[src/rtl/ysyx_22041211_axi_rd_arbiter.sv]
// Two-master AXI-lite read arbiter (m0 = IFU, m1 = LSU) in front of one slave.
// One complete AR+R transaction per grant; ties are resolved round-robin.
module ysyx_22041211_axi_rd_arbiter #(
  parameter int ADDR_WIDTH = 32,
  parameter int DATA_WIDTH = 32
) (
  input  logic                  clk,
  input  logic                  rst,

  input  logic                  m0_ar_valid_i,
  input  logic [ADDR_WIDTH-1:0] m0_ar_addr_i,
  output logic                  m0_ar_ready_o,
  output logic [DATA_WIDTH-1:0] m0_r_data_o,
  output logic [1:0]            m0_r_resp_o,
  output logic                  m0_r_valid_o,
  input  logic                  m0_r_ready_i,

  input  logic                  m1_ar_valid_i,
  input  logic [ADDR_WIDTH-1:0] m1_ar_addr_i,
  output logic                  m1_ar_ready_o,
  output logic [DATA_WIDTH-1:0] m1_r_data_o,
  output logic [1:0]            m1_r_resp_o,
  output logic                  m1_r_valid_o,
  input  logic                  m1_r_ready_i,

  output logic                  s_ar_valid_o,
  output logic [ADDR_WIDTH-1:0] s_ar_addr_o,
  input  logic                  s_ar_ready_i,
  input  logic [DATA_WIDTH-1:0] s_r_data_i,
  input  logic [1:0]            s_r_resp_i,
  input  logic                  s_r_valid_i,
  output logic                  s_r_ready_o,

  output logic                  grant_o,
  output logic                  busy_o,
  output logic [1:0]            state_o
);

  // Handshakes: a transfer happens on a cycle where valid & ready are both 1;
  // valid never waits on ready, and this block only forwards each side's
  // valid/ready to the granted master, never to the other one.

  localparam logic [1:0] ARB_IDLE = 2'b00;
  localparam logic [1:0] ARB_ADDR = 2'b01;
  localparam logic [1:0] ARB_DATA = 2'b10;

  logic [1:0] state_q, state_d;
  logic       owner_q, owner_d;
  logic       last_q,  last_d;

  logic                  own_ar_valid;
  logic [ADDR_WIDTH-1:0] own_ar_addr;
  logic                  own_r_ready;

  // Owner-side views of the master inputs; they only ever feed slave outputs.
  assign own_ar_valid = owner_q ? m1_ar_valid_i : m0_ar_valid_i;
  assign own_ar_addr  = owner_q ? m1_ar_addr_i  : m0_ar_addr_i;
  assign own_r_ready  = owner_q ? m1_r_ready_i  : m0_r_ready_i;

  // State register
  always_ff @(posedge clk) begin
    if (rst) begin
      state_q <= ARB_IDLE;
      owner_q <= 1'b0;
      last_q  <= 1'b1;
    end else begin
      state_q <= state_d;
      owner_q <= owner_d;
      last_q  <= last_d;
    end
  end

  // Next-state logic
  always_comb begin
    state_d = state_q;
    owner_d = owner_q;
    last_d  = last_q;
    case (state_q)
      ARB_IDLE: begin
        if (m0_ar_valid_i && m1_ar_valid_i) begin
          owner_d = ~last_q;
          state_d = ARB_ADDR;
        end else if (m0_ar_valid_i) begin
          owner_d = 1'b0;
          state_d = ARB_ADDR;
        end else if (m1_ar_valid_i) begin
          owner_d = 1'b1;
          state_d = ARB_ADDR;
        end
      end
      ARB_ADDR: begin
        if (own_ar_valid && s_ar_ready_i) begin
          state_d = ARB_DATA;
        end
      end
      ARB_DATA: begin
        if (s_r_valid_i && own_r_ready) begin
          last_d  = owner_q;
          state_d = ARB_IDLE;
        end
      end
      default: state_d = ARB_IDLE;
    endcase
  end

  // Output logic
  always_comb begin
    m0_ar_ready_o = 1'b0;
    m0_r_data_o   = '0;
    m0_r_resp_o   = 2'b00;
    m0_r_valid_o  = 1'b0;
    m1_ar_ready_o = 1'b0;
    m1_r_data_o   = '0;
    m1_r_resp_o   = 2'b00;
    m1_r_valid_o  = 1'b0;
    s_ar_valid_o  = 1'b0;
    s_ar_addr_o   = '0;
    s_r_ready_o   = 1'b0;
    case (state_q)
      ARB_ADDR: begin
        s_ar_valid_o = own_ar_valid;
        s_ar_addr_o  = own_ar_valid ? own_ar_addr : '0;
        if (owner_q) m1_ar_ready_o = s_ar_ready_i;
        else         m0_ar_ready_o = s_ar_ready_i;
      end
      ARB_DATA: begin
        s_r_ready_o = own_r_ready;
        if (owner_q) begin
          m1_r_valid_o = s_r_valid_i;
          m1_r_data_o  = s_r_data_i;
          m1_r_resp_o  = s_r_resp_i;
        end else begin
          m0_r_valid_o = s_r_valid_i;
          m0_r_data_o  = s_r_data_i;
          m0_r_resp_o  = s_r_resp_i;
        end
      end
      default: ;
    endcase
  end

  assign busy_o  = (state_q == ARB_ADDR) || (state_q == ARB_DATA);
  assign grant_o = busy_o ? owner_q : 1'b0;
  assign state_o = state_q;

endmodule
[config.mk]
export PLATFORM = sky130hd
export DESIGN_NAME = ysyx_22041211_axi_rd_arbiter
export DESIGN_NICKNAME = d
export VERILOG_FILES = /design/src/rtl/ysyx_22041211_axi_rd_arbiter.sv
export SDC_FILE = /design/constraint.sdc
export NUM_CORES = 1
export LEC_CHECK = 0
export ABC_CLOCK_PERIOD_IN_PS = 1600
export CORE_MARGIN = 2
export CORE_UTILIZATION = 20
export CTS_BUF_LIST = sky130_fd_sc_hd__clkbuf_4 sky130_fd_sc_hd__clkbuf_8
export DETAILED_ROUTE_END_ITERATION = 16
export PLACE_DENSITY = 0.84
export SLEW_MARGIN = 20
export SYNTH_ARGS = -nofsm -noshare
export SYNTH_HDL_FRONTEND = slang
export SYNTH_SLANG_ARGS = --single-unit
[constraint.sdc]
create_clock -name clk -period 1.6 [get_ports clk]
set_input_delay 0.4 -clock clk [delete_from_list [all_inputs] [get_ports clk]]
set_output_delay 0.4 -clock clk [all_outputs]
set_load 0.05 [all_outputs]
==> results of run 1 <==
==> kinds of logic after synthesis <==
family,Yosys count,share of synthesized area
AND/OR/NAND/NOR,117,0.4990
multiplexers,34,0.2661
buffers and inverters,24,0.07925
AO/OA/AOI/OAI,11,0.06360
flip-flops,4,0.06262
adder cells (fa/ha/maj),3,0.02936
==> layer usage <==
metal	track usage	wire, um	vias to the layer above
met2	0.6189	7059	211
met1	0.3117	4226	1269
met3	0.05242	821	68
met4	0.1320	958	0
li1	-	-	1142
met5	0	0	-
==> worst max-delay path, cell delays in order (launching register included) <==
cell,delay (ns)
dfxtp_4,0.37
buf_4,0.15
buf_16,0.15
mux2i_1,0.40
nor2_4,0.10
buf_12,0.16
==> power by group through the flow <==
stage / combinational (mW) / sequential (mW) / clock (mW)
floorplan: 2.41 / 0.253 / 0
global placement: 4.42 / 0.194 / 0
detailed placement: 4.53 / 0.199 / 0
CTS: 4.96 / 0.186 / 0.256
global route: 5.37 / 0.201 / 0.274
finish: 5.25 / 0.199 / 0.266
==> flip-flops by register name, summed over array words and instances, names as in the netlist <==
name	flops
last_q	1
owner_q	1
state_o	2
==> layout by cell type, fill, tap and decap left out, types with 3 or more instances in the layout <==
cell | netlist | routed
and2_4 | 0 | 36
and3_4 | 0 | 35
buf_12 | 0 | 114
buf_16 | 0 | 4
buf_4 | 1 | 19
buf_6 | 0 | 12
clkbuf_8 | 0 | 3
clkdlybuf4s50_1 | 0 | 103
dfxtp_4 | 0 | 3
ha_4 | 0 | 3
inv_4 | 0 | 3
mux2i_1 | 34 | 19
mux2i_2 | 0 | 13
nor2_4 | 0 | 33
==> path summary, 6_finish.rpt <==
check / slack (ns) / from / to
max: -0.37 / owner_q / s_ar_addr_o[15]
min: 0.56 / m1_ar_valid_i / owner_q
max reg2reg: -0.25 / state_o[0] / state_o[0]
min reg2reg: 0.64 / last_q / owner_q
==> area by class of cell <==
| cell class | instances | area [um^2] | area share |
|---|---|---|---|
| clock buffer | 4 | 48.80 | 0.008431 |
| inverter | 5 | 26.28 | 0.004540 |
| multi-input combinational | 165 | 1754 | 0.3031 |
| sequential | 4 | 91.34 | 0.01578 |
| tap | 77 | 96.34 | 0.01665 |
| timing repair buffer | 257 | 3771 | 0.6515 |
==> timing repair <==
| action | CTS | global route |
|---|---|---|
| pin swaps | 6 | 4 |
| setup buffers | 11 | 2 |
| gates resized for setup | 47 | 19 |
| setup endpoints to repair | 109 | 110 |
| cloned | 4 | 1 |
==> flow_summary_export.csv, run 1 <==
group,metric,value,unit
outcome,status,"complete, but fails checks",
outcome,violations,"setup timing",
route,route.detailed.drc,0,
timing,holdWs,0.5623,ns
logic_synthesis,syn_area_per_cell,6.626,um^2
placement,gp_congestion,0.8567,
die,core_area,6277,um^2
timing,maxSlewViolCount,0,
timing,layout_worst_path_cycle_share,1.232,
critical_path,required,1.20,ns
placement,post_dp_cell_area,5325,um^2
power,ir_drop,1.129,mV
flow_run,cap_violations,0,
logic_synthesis,yosysWarnings,0,
critical_path,cp.arrival,1.57,ns
timing,setup_ws,-0.3714,ns
clock_network,htree_levels,1,
timing,slew_headroom,0.6793,
clock_network,cts_buffers,3,
die,die_h,83.96,um
grt,grt_pass1_wl,17010,um
grt,gr-usage-all-layers,0.3110,
route,postRouteWirelength,13070,um
logic_synthesis,yosysSeqAreaShare,0.06262,
die,io_pins,216,
timing,setup_tns,-31.50,ns
final_layout,drive_gt1_frac,0.6736,
placement,port_buffers,215,
critical_path,worstRegToRegCells,8,
power,p_sw,2.821,mW
final_layout,final_core_util,0.9221,
timing,hold_viol,0,
timing,max_slew.worst_pin.slew,0.4778,ns
min_path,min_path_type,"input port to flop",
logic_synthesis,synth.area.top_cells,"mux2i_1 (27%), and2_1 (18%), and3_1 (18%)",
route,first_pass_iters,4,
grt,grt_max_degree,22,
power,power_frac_seq,0.035,
clock_network,cts_tree,"built",
final_layout,final_cells,512,
critical_path,critPathLaunchType,"flop",
logic_synthesis,ys_seq_elements,4,
power,pwr-share-comb,0.919,
logic_synthesis,yosysTopAreaCell,"mux2i_1",
clock_network,cts-root-buf,"clkbuf_8",
timing,fin_worst_skew,0.007537,ns
die,die_area,7049,um^2
clock_network,postCtsHoldBufs,0,
timing,layout_min_cycle_time,1.971,ns
critical_path,endpoint_kind,"output port",
logic_synthesis,async_flop_share,0,
final_layout,num_antenna_cells,0,
timing,setup_viol,110,
power,finalPower,5.712,mW
clock_network,clock_latency,0.23,ns
logic_synthesis,synth-edff-count,0,
logic_synthesis,synth.top_cells.by_count,"and2_1 (36), and3_1 (36), nor2_1 (35)",
clock_network,clk_pin_slew,0.04,ns
die,rows,29,
logic_synthesis,synthFlopType,"dfxtp_1",
power,powerDensity,986.9,nW/um^2
power,p_int,2.891,mW
power,p_sw_frac,0.4939,
final_layout,fill_cells,196,
timing,timing.fmax,0.5072,GHz
timing,grt_setup_unrepaired,"yes",
route,vias,2690,
route,ant_nets,0,
logic_synthesis,synth.net_count,302,
final_layout,design_area,5788,um^2
placement,dp.cells,492,
logic_synthesis,netlist_area,1279,um^2
placement,dp_worst_setup_slack,-0.5919,ns
route,via_per_inst,5.254,
final_layout,areaGrowthSynthToFinish,352.6,%
grt,grt_pass1_vias,2861,
critical_path,setup.worst_path.class,"flop to output port",
grt,antenna_found_initial,0,
logic_synthesis,postSynthCellCount,193,
clock_network,cts.sinks,4,
die,die_x,83.96,um
final_layout,finalNetCount,545,
route,wire_per_inst,25.52,um
critical_path,crit_fanout,11,
power,power_frac_clock,0.047,
logic_synthesis,synth_cell_types,27,
die,start_util,0.2037,
min_path,whs_path_depth,3,
grt,grt_overflow,0,
placement,dp_hpwl,7876,um
logic_synthesis,yosysTopAreaCellShare,0.2661,
power,leakage,2.250,nW
clock_network,clock_path_buffers,2,
route,drtIter0Drc,125,
Power figures use the tool's default switching activity.
==> inputs of run 2 (changes only) <==
CTS_BUF_LIST = default   (was sky130_fd_sc_hd__clkbuf_4 sky130_fd_sc_hd__clkbuf_8)
CTS_CLUSTER_DIAMETER = 120   (was default)
==> run 2 against run 1 <==
Effect of this change: the run still ends with setup timing left; sequential share of layout area about the same; sequential power about the same; register-to-register slack improved by 0.03 ns; global-route usage decreased by 0.65 points; worst hold slack improved by 0.094 ns; first-iteration DRC count decreased by 36%; power increased by 1.2%; die area unchanged; flip-flop and latch count unchanged; clock power decreased by 7%; critical path type unchanged; critical endpoint is now s_ar_addr_o[5].
==> flow_summary_export.csv, run 2 (synthesized netlist as in run 1, its figures left out) <==
group,metric,value,unit
outcome,status,"complete, but fails checks",
outcome,violations,"setup timing",
min_path,whs_path_depth,3,
timing,layout_worst_path_cycle_share,1.247,
timing,max_slew.worst_pin.slew,0.4346,ns
die,rows,29,
timing,setup_ws,-0.3955,ns
timing,hold_viol,0,
power,leakage,2.277,nW
critical_path,crit_fanout,12,
final_layout,final_core_util,0.9340,
final_layout,drive_gt1_frac,0.6674,
critical_path,critPathLaunchType,"flop",
timing,setup_viol,110,
flow_run,cap_violations,0,
final_layout,final_common_cell,"buf_12",
clock_network,cts.sinks,4,
route,via_per_inst,5.211,
grt,antenna_found_initial,0,
timing,timing.fmax,0.5011,GHz
critical_path,reg2reg_slack,-0.22,ns
timing,grt_setup_unrepaired,"yes",
clock_network,clock_latency,0.23,ns
final_layout,areaGrowthSynthToFinish,358.5,%
clock_network,postCtsHoldBufs,0,
route,ant_nets,0,
timing,maxSlewViolCount,0,
critical_path,worstRegToRegCells,9,
route,drtIter0Drc,80,
grt,grt_overflow,0,
placement,dp_hpwl,7876,um
die,core_area,6277,um^2
grt,grt_pass1_wl,16660,um
grt,grt_pass1_vias,2843,
route,wire_per_inst,25.88,um
clock_network,cts_buffers,3,
clock_network,cts-root-buf,"clkbuf_8",
critical_path,cp.arrival,1.60,ns
grt,gr-usage-all-layers,0.3045,
placement,dp.cells,492,
critical_path,setup.worst_path.class,"flop to output port",
clock_network,htree_levels,1,
timing,layout_min_cycle_time,1.996,ns
final_layout,design_area,5863,um^2
power,pwr-share-comb,0.923,
die,die_x,83.96,um
power,power_frac_seq,0.034,
timing,slew_headroom,0.7020,
placement,gp_congestion,0.8567,
die,die_area,7049,um^2
critical_path,endpoint_kind,"output port",
route,route.detailed.drc,0,
final_layout,fill_cells,161,
critical_path,reg2reg_to,"state_o[1]",
final_layout,final_cells,516,
die,start_util,0.2037,
placement,post_dp_cell_area,5325,um^2
min_path,min_path_type,"input port to flop",
die,io_pins,216,
clock_network,clock_path_buffers,2,
power,ir_drop,1.321,mV
die,die_h,83.96,um
timing,fin_worst_skew,0.005697,ns
power,power_frac_clock,0.043,
final_layout,finalNetCount,549,
power,p_sw,2.826,mW
critical_path,required,1.20,ns
placement,port_buffers,215,
timing,holdWs,0.6560,ns
critical_path,reg2reg_from,"state_o[0]",
clock_network,clk_pin_slew,0.04,ns
power,powerDensity,986.4,nW/um^2
final_layout,layout_common_cells,"buf_12 (115), clkdlybuf4s50_1 (102), and2_4 (36), and3_4 (36), nor2_4 (32)",
grt,grt_max_degree,22,
min_path,holdPathEnd,"owner_q",
power,p_sw_frac,0.4887,
final_layout,largest_reg_flops,2,
min_path,hp-start,"m1_ar_valid_i",
route,first_pass_iters,4,
route,postRouteWirelength,13350,um
route,vias,2689,
clock_network,cts_tree,"built",
final_layout,num_antenna_cells,0,
power,p_int,2.957,mW
## run 2: area by class of cell
class,count,area (um^2),share of cell area
sequential,4,91.34,0.01558
tap,77,96.34,0.01643
multi-input combinational,165,1760,0.3003
clock buffer,4,45.04,0.007682
timing repair buffer,261,3844,0.6556
inverter,5,26.28,0.004481
## run 2: per-stage QoR
step,worst slack [ns],power [mW],setup TNS (ns)
2_1_floorplan,-0.1086,2.666,-4.951
3_3_place_gp,-0.5358,4.615,-17.96
3_5_place_dp,-0.5919,4.725,-21.29
4_1_cts,-0.2964,5.384,-25.63
5_1_grt,-0.4016,5.912,-35.11
6_report,-0.3955,5.783,-31.51
## run 2: metal layers
layer  vias to the layer above  wire [um]  GRT usage
li1                       1155          -          -
met1                      1282       4480     0.3071
met2                       193       7357     0.6145
met3                        59        699    0.04748
met4                         0        817     0.1129
met5                         -          0          0
## run 2: repair_timing
| action | 4_1_cts | 5_1_grt |
|---|---|---|
| pin swaps | 6 | 7 |
| cloned | 4 | 3 |
| setup buffers | 11 | 5 |
| hold endpoints to repair | 0 | 0 |
| setup endpoints to repair | 109 | 110 |
| gates resized for setup | 48 | 20 |
## run 2: critical path, stage by stage, from the launching register on
cell     delay, ns
dfxtp_4       0.38
buf_4         0.13
buf_12        0.15
mux2i_1       0.43
nor2_4        0.09
buf_12        0.16
## run 2: worst max path at each step
| stage | from | endpoint | cells past startpoint |
|---|---|---|---|
| 2_1_floorplan | owner_q | s_ar_addr_o[11] | 4 |
| 3_3_place_gp | m1_ar_valid_i | s_ar_addr_o[0] | 6 |
| 3_5_place_dp | m1_ar_valid_i | s_ar_addr_o[0] | 6 |
| 4_1_cts | owner_q | s_ar_addr_o[24] | 5 |
| 5_1_grt | owner_q | s_ar_addr_o[5] | 5 |
| 6_report | owner_q | s_ar_addr_o[5] | 5 |
## run 2: power groups by stage
stage	sequential [mW]	clock, mW	combinational (mW)
after floorplan	0.253	0	2.41
after global placement	0.194	0	4.42
after detailed placement	0.199	0	4.53
after CTS	0.186	0.238	4.96
after global routing	0.198	0.256	5.46
final	0.197	0.248	5.34
